[config.mk]
export PLATFORM = sky130hd
export DESIGN_NAME = uart_link_ctrl
export DESIGN_NICKNAME = d
export VERILOG_FILES = /design/src/rtl/uart_link_ctrl_pkg.sv /design/src/rtl/uart_link_ctrl_timeout.sv /design/src/rtl/uart_link_ctrl.sv
export SDC_FILE = /design/constraint.sdc
export NUM_CORES = 1
export LEC_CHECK = 0
export BUFFER_PORTS_ARGS = -buffer_cell sky130_fd_sc_hd__buf_2
export CELL_PAD_IN_SITES_DETAIL_PLACEMENT = 0
export CELL_PAD_IN_SITES_GLOBAL_PLACEMENT = 1
export CORE_UTILIZATION = 44
export DETAILED_ROUTE_END_ITERATION = 10
export PLACE_DENSITY = 0.87
export SLEW_MARGIN = 40
export SYNTH_ARGS = -nofsm -noshare
export SYNTH_HDL_FRONTEND = slang
export SYNTH_SLANG_ARGS = --single-unit
[constraint.sdc]
create_clock -name clk -period 5.2 [get_ports clk]
set_input_delay 1.3 -clock clk [delete_from_list [all_inputs] [get_ports clk]]
set_output_delay 1.3 -clock clk [all_outputs]
set_load 0.01 [all_outputs]
[src/rtl/uart_link_ctrl_pkg.sv]
// Shared types and constants for the UART link controller: FSM encoding,
// frame marker, drive-command bit positions and counter widths.
package uart_link_ctrl_pkg;

   typedef enum logic [1:0] {
      ST_IDLE      = 2'd0,
      ST_LOAD      = 2'd1,
      ST_WAIT_DONE = 2'd2,
      ST_GAP       = 2'd3
   } state_t;

   localparam logic FRAME_MARK = 1'b1;

   localparam int CMD_FWD   = 0;
   localparam int CMD_BACK  = 1;
   localparam int CMD_LEFT  = 2;
   localparam int CMD_RIGHT = 3;

   localparam int TMR_W = 16;
   localparam int ERR_W = 8;

   // Opposing requests on one axis cancel each other out.
   function automatic logic [3:0] sanitize_cmd(input logic [3:0] c);
      logic [3:0] s;
      s = c;
      if (c[CMD_FWD] && c[CMD_BACK]) begin
         s[CMD_FWD]  = 1'b0;
         s[CMD_BACK] = 1'b0;
      end
      if (c[CMD_LEFT] && c[CMD_RIGHT]) begin
         s[CMD_LEFT]  = 1'b0;
         s[CMD_RIGHT] = 1'b0;
      end
      return s;
   endfunction

endpackage

[src/rtl/uart_link_ctrl_timeout.sv]
// Millisecond timeout: counts tick pulses up to LIMIT and holds there;
// clear has priority over a same-cycle tick.
module ms_timeout
   import uart_link_ctrl_pkg::*;
#(
   parameter int LIMIT = 20
) (
   input  logic clk,
   input  logic rst,
   input  logic tick,
   input  logic clr,
   output logic expired
);

   localparam logic [TMR_W-1:0] LIM = TMR_W'(LIMIT);

   logic [TMR_W-1:0] count;

   always_ff @(posedge clk or negedge rst) begin
      if (!rst) begin
         count <= '0;
      end else if (clr) begin
         count <= '0;
      end else if (tick && !expired) begin
         count <= count + 1'b1;
      end
   end

   assign expired = (count == LIM);

endmodule

[src/rtl/uart_link_ctrl.sv]
// UART link controller: sends drive-command / heartbeat frames, supervises
// the transmitter with a timeout and tracks incoming sensor frames.
//
// state        | meaning
// ST_IDLE      | waiting for a pending command or heartbeat
// ST_LOAD      | frame latched, tx_start pulsed
// ST_WAIT_DONE | waiting for tx_done or TX timeout
// ST_GAP       | one-cycle spacer before the next frame
module uart_link_ctrl
   import uart_link_ctrl_pkg::*;
#(
   parameter int HB_PERIOD_MS  = 20,
   parameter int TX_TIMEOUT_MS = 5,
   parameter int RX_TIMEOUT_MS = 100
) (
   input  logic             clk,
   input  logic             rst,
   input  logic             tick_ms,
   input  logic [3:0]       cmd,
   input  logic             cmd_valid,
   output logic [7:0]       tx_data,
   output logic             tx_start,
   input  logic             tx_done,
   input  logic [7:0]       rx_data,
   input  logic             rx_ready,
   input  logic             rx_error,
   output logic [3:0]       sensors,
   output logic             link_ok,
   output logic             tx_fault,
   output logic [ERR_W-1:0] rx_err_cnt
);

   state_t     state;
   logic [3:0] mailbox;
   logic [3:0] cmd_cur;
   logic [3:0] cmd_san;
   logic [3:0] cmd_next;
   logic       cmd_pend;
   logic       hb_pend;
   logic       load;
   logic       hb_exp;
   logic       tx_exp;
   logic       rx_exp;
   logic       rx_good;
   logic       unused_rx;

   assign cmd_san   = sanitize_cmd(cmd);
   assign load      = (state == ST_IDLE) && (cmd_pend || hb_pend);
   assign cmd_next  = load ? mailbox : cmd_cur;
   assign rx_good   = rx_ready && !rx_error;
   assign unused_rx = ^rx_data[7:4];

   // Any frame, command or heartbeat, restarts the heartbeat interval.
   ms_timeout #(.LIMIT(HB_PERIOD_MS)) u_hb_tmr (
      .clk     (clk),
      .rst     (rst),
      .tick    (tick_ms),
      .clr     (hb_exp || load),
      .expired (hb_exp)
   );

   ms_timeout #(.LIMIT(TX_TIMEOUT_MS)) u_tx_tmr (
      .clk     (clk),
      .rst     (rst),
      .tick    (tick_ms),
      .clr     (state != ST_WAIT_DONE),
      .expired (tx_exp)
   );

   ms_timeout #(.LIMIT(RX_TIMEOUT_MS)) u_rx_tmr (
      .clk     (clk),
      .rst     (rst),
      .tick    (tick_ms),
      .clr     (rx_good),
      .expired (rx_exp)
   );

   always_ff @(posedge clk or negedge rst) begin
      if (!rst) begin
         state    <= ST_IDLE;
         tx_start <= 1'b0;
         tx_data  <= {FRAME_MARK, 7'b000_0000};
         cmd_cur  <= 4'h0;
         mailbox  <= 4'h0;
         cmd_pend <= 1'b0;
         hb_pend  <= 1'b0;
         tx_fault <= 1'b0;
      end else begin
         tx_start <= 1'b0;
         if (hb_exp) hb_pend <= 1'b1;
         case (state)
            ST_IDLE: begin
               if (load) begin
                  state    <= ST_LOAD;
                  tx_start <= 1'b1;
                  cmd_cur  <= mailbox;
                  tx_data  <= {FRAME_MARK, 3'b000, mailbox};
                  cmd_pend <= 1'b0;
                  hb_pend  <= 1'b0;
               end
            end
            ST_LOAD: state <= ST_WAIT_DONE;
            ST_WAIT_DONE: begin
               if (tx_done) begin
                  state <= ST_GAP;
               end else if (tx_exp) begin
                  state    <= ST_IDLE;
                  tx_fault <= 1'b1;
               end
            end
            ST_GAP:  state <= ST_IDLE;
            default: state <= ST_IDLE;
         endcase
         // A new write compares against whatever cmd_cur will be after this edge.
         if (cmd_valid) begin
            mailbox  <= cmd_san;
            cmd_pend <= (cmd_san != cmd_next);
         end
      end
   end

   always_ff @(posedge clk or negedge rst) begin
      if (!rst) begin
         sensors    <= 4'h0;
         link_ok    <= 1'b0;
         rx_err_cnt <= '0;
      end else begin
         if (rx_good) begin
            sensors <= rx_data[3:0];
            link_ok <= 1'b1;
         end else if (rx_exp) begin
            sensors <= 4'h0;
            link_ok <= 1'b0;
         end
         if (rx_ready && rx_error && (rx_err_cnt != {ERR_W{1'b1}})) begin
            rx_err_cnt <= rx_err_cnt + 1'b1;
         end
      end
   end

endmodule

## Yosys cells after proc, flatten, opt, wreduce, memory -nomap -nowiden

Index checks and enable logic that the tools add are counted.

- $add $sub $neg: 4
- Equality and inequality tests: 11
- Muxes and demuxes: 25
- Bitwise gates (word level): 1
- Reduce and logical (&&, ||, !) cells: 26

Operators with widths:

| kind | count |
|---|---|
| two-way mux 16 bit | 6 |
| adder 16 x 1 -> 16 bit (second input constant) | 3 |
| equality test 16 x 3 -> 1 bit (second input constant) | 1 |
| equality test 16 x 5 -> 1 bit (second input constant) | 1 |
| equality test 16 x 7 -> 1 bit (second input constant) | 1 |
| two-way mux 4 bit | 3 |
| nonzero test 2 bit | 6 |
| two-way mux 1 bit | 10 |
| two-way mux 2 bit | 5 |
| logical AND 1 bit | 9 |
| adder 8 x 1 -> 8 bit (second input constant) | 1 |
| != test 8 bit (second input constant) | 1 |
| case mux 2 bit (4 select lines) | 1 |
| AND reduction 2 bit | 3 |
| equality test 2 bit (second input constant) | 2 |
| logical NOT 1 bit | 4 |
| != test 2 bit (second input constant) | 2 |
| != test 4 bit | 1 |
| != test 3 x 2 -> 1 bit (second input constant) | 1 |
| AND reduction 3 bit | 1 |
| equality test 2 x 1 -> 1 bit (second input constant) | 1 |
| logical NOT 2 bit | 1 |
| logical OR 1 bit | 2 |
| inverter 1 bit | 1 |

- Flip-flop bits (word level): 79
- Input port bits: 19
- Output and inout bits: 23
- Logic and storage cells: 81

## Depth between registers and ports, before layout

- Word-level depth: 5
- Gate-level depth with buffers: 7
- Gate-level depth less buffers: 7

## Cells and area by module

A second synthesis with hierarchy kept.

- Cell total of the unflattened synthesis: 435
- Area total of the unflattened synthesis: 4212.8 um2

Modules (own cells, without submodules):

| module | times used | cells each | area an instance (um2) |
|---|---|---|---|
| uart_link_ctrl | 1 | 141 | 1428.9 |
| ms_timeout (u_hb_tmr) | 1 | 105 | 980.9 |
| ms_timeout (u_rx_tmr) | 1 | 97 | 922.1 |
| ms_timeout (u_tx_tmr) | 1 | 92 | 880.8 |

## Least setup slack after synthesis

No wires, ideal clock.

- Kind: input -> register
- Start: in tick_ms
- End: reg u_tx_tmr.count[10]
- Arrival: 2302 ps
- Required time: 5122 ps
- Setup slack: 2820 ps
- Stages: 5
- Path through: buf_4 -> and4_1 -> nand4_1 -> or3_1 -> a21oi_1

- Cells in the longest elaborated chain, start to end: 2

Ends and longest elaborated chain:

| item | line | source |
|---|---|---|
| start: declaration | uart_link_ctrl.sv:18 | `input logic tick_ms,` |
| logical AND 1 bit | uart_link_ctrl_timeout.sv:24 | `end else if (tick && !expired) begin` |
| nonzero test 2 bit (no source line) | n/a |  |
| end signal: assignment | uart_link_ctrl_timeout.sv:25 | `count <= count + 1'b1;` |
| end: declaration | uart_link_ctrl_timeout.sv:17 | `logic [TMR_W-1:0] count;` |

Every way passes these cells.
A chain may end at the register's enable or synchronous reset.

## Final worst setup path

- Start: in tick_ms
- End: reg u_tx_tmr.count[15]

Same word-level chain as after synthesis.

==> results_dict.tcl <==
set metrics [dict create \
    drt_iter0_markers 92 \
    slew_headroom 0.525 \
    max_stage_delay_ns 0.39 \
    die_h_um 96.1 \
    grt_max_degree 80 \
    max_cap_violations 0 \
    dieArea_mm2 0.00924 \
    grt_pass1_wl_um 12600 \
    clockRootBuffer "clkbuf_8" \
    wl_met1_um 3510 \
    ir_drop_uv 208 \
    first_global_vias 2739 \
    p_seq_frac 0.484 \
    yosysSeqAreaShare 0.507 \
    numPortBuffers 33 \
    slew_violations 0 \
    ys_async_sr_fraction 1.00 \
    clockPowerShare 0.288 \
    wl_met3_um 226 \
    fmax_mhz 395 \
    slowest_stage "or3b_1" \
    fin_crit_ns 2.53 \
    finalWirelength_um 7170 \
    ios 42 \
    post_cts_buffers 0 \
    synthToLayoutAreaGrowth_pct 11.5 \
    synth-edff-count 0 \
    clock-sinks 79 \
    fin_nets 452 \
    cts_buffer_depth 2 \
    switching_share 0.329 \
    ys_ff_latch 79 \
    rsz0062_at_grt "no" \
    final_cell_mix "dfrtp_1 (79), nor2_1 (48), nand2_1 (47)" \
    cellPowerDensity_mw_per_mm2 387 \
    numCtsBuffers 9 \
    synth_top_area_cell "dfrtp_1" \
    dp_hpwl_um 4780 \
    via_per_inst 5.29 \
    min_period_over_period 0.487 \
    ys.flop_type "dfrtp_1" \
    place_inst 520 \
    yosysWarningCount 0 \
    final_common_cell "dfrtp_1" \
    htree_levels 3 \
    drive_gt1_frac 0.135 \
    finalNonFillerCells 535 \
    place_ws_ns 2.29 \
    overflow 0 \
    core_mm2 0.00838 \
    leakagePower_nw 2.05 \
    antenna_found_initial 0 \
    post_cts_resized 0 \
    hold_class "reg -> reg" \
    drt_first_pass_iters 4 \
    crit_arrival_ns 2.73 \
    dr_wl_met2_um 3360 \
    path_class "in -> reg" \
    power_mw 1.68 \
    rows 33 \
    synth_area_leaders "dfrtp_1 (51%), xor2_1 (8.3%), nor2_1 (4.6%)" \
    wl_per_cell_um 13.4 \
    cts_tree "yes" \
    diodes 0 \
    path_cells "buf_2 -> nand4_2 -> nor3_4 -> or3b_1 -> xor2_1 -> nor2_1" \
    critPathRequiredTime_ns 5.40 \
    fp.dieW_um 96.1 \
    synth_area_mm2 0.00390 \
    grt_usage 0.176 \
    cp_max_fo 20 \
    combPwrFrac 0.228 \
    synth_cells 395 \
    route.detailed.drc 0 \
    p_switching_mw 0.553 \
    critPathCaptureType "register" \
    tightest_slew_ns 0.712 \
    p_int_mw 1.13 \
    hold_viol_final 0 \
    drtAntennaViolNets 0 \
    highest_layer "met4" \
    fin_tns_setup_ns 0 \
    setup_ws_ns 2.67 \
    clk_pin_slew_ns 0.08 \
    outcome "finished clean" \
    clock_latency_ns 0.34 \
    synth_top_cell_area_share 0.507 \
    setup_viol 0 \
    place_congestion 0.767 \
    clock_skew_ns 0.00901 \
    syn_avg_cell_area_um2 9.87 \
    initial_core_util 0.465 \
    synth.distinct_cells 46 \
    startpoint_type "input port" \
    vias 2829 \
    cts_hold_buf 0 \
]
==> cell type report <==
| type | count | area (um^2) |
|---|---|---|
| fillers | 769 | 4040 |
| flip-flops and latches | 79 | 1980 |
| multi-input cells | 289 | 1800 |
| repair buffers | 34 | 179 |
| well taps | 105 | 131 |
| clock buffers | 9 | 124 |
| clock inverters | 6 | 86.3 |
| inverters | 13 | 48.8 |
==> metal layers <==
layer | vias up | track usage
met5 | - | 0
met4 | 0 | 0.0585
met3 | 7 | 0.0427
met2 | 39 | 0.288
met1 | 1382 | 0.229
li1 | 1401 | -
==> synthesized netlist by cell type (all sizes together), types with 6 or more instances <==
library cell,instances
xor2,37
nand3,21
nand4,16
nor2,48
and3,7
and4,9
buf,8
nor3,6
a21oi,11
dfrtp,79
xnor2,12
nor3b,6
inv,13
nor4,6
nand2,47
ha,7
or3,7
o21ai,15
clkbuf,8
==> worst max-delay path, delay by kind of cell <==
| kind | cells | cell delay [ns] |
|---|---|---|
| buf+inv | 1 | 0.32 |
| xor+xnor | 1 | 0.14 |
| simple gates | 4 | 0.96 |
==> metrics by stage <==
step / instance area (um^2) / hold slack (ns) / util
after floorplan: 3910 / 0.448 / -
after global routing: 4350 / 0.503 / 0.518
final: 4350 / 0.472 / 0.518
after global placement: 4130 / 0.446 / 0.493
after CTS: 4350 / 0.488 / 0.518
after detailed placement: 4140 / 0.462 / 0.493
==> cell families (layout without fill, tap and decap cells) <==
kind of cell / Yosys count / count (layout) / synth area share
flops: 79 / 79 / 0.507
compound gates: 36 / 36 / 0.0568
mux: 7 / 7 / 0.0193
xor+xnor: 49 / 49 / 0.110
fa+ha+maj: 7 / 7 / 0.0225
buf+inv: 29 / 62 / 0.0334
other cells: 2 / 4 / 0.00193
simple gates: 186 / 186 / 0.249
==> final timing paths <==
check                                                   start                              to  slack [ns]  cells past startpoint
worst min register to register           tx_fault$_DFFE_PN0P_            tx_fault$_DFFE_PN0P_        0.47                      2
worst max-delay path                                  tick_ms  u_tx_tmr.count[15]$_DFFE_PN0P_        2.67                      6
max in group asynchronous                                 rst   u_rx_tmr.count[2]$_DFFE_PN0P_        3.72                      1
min in group asynchronous                                 rst          mailbox[2]$_DFFE_PN0P_        0.97                      1
worst max register to register  u_rx_tmr.count[0]$_DFFE_PN0P_   u_rx_tmr.count[1]$_DFFE_PN0P_        3.27                      7
worst min-delay path                     tx_fault$_DFFE_PN0P_            tx_fault$_DFFE_PN0P_        0.47                      2
==> power groups by stage <==
| stage | Sequential (mW) | Clock (mW) | Combinational [mW] |
|---|---|---|---|
| floorplan | 0.822 | 0 | 0.257 |
| global placement | 0.816 | 0 | 0.375 |
| finish | 0.812 | 0.484 | 0.383 |
| CTS | 0.812 | 0.504 | 0.391 |
| detailed placement | 0.821 | 0 | 0.390 |
| global route | 0.829 | 0.528 | 0.437 |
==> flip-flops by register name (all words and copies together) (netlist names) <==
register and cells:
cmd_cur 4, u_rx_tmr.count 16, sensors 4, tx_fault 1, mailbox 4, cmd_pend 1
rx_err_cnt 8, hb_pend 1, tx_start 1, u_tx_tmr.count 16, tx_data 4, state 2
u_hb_tmr.count 16, link_ok 1
Note: power is estimated with default switching activity, not from simulation.
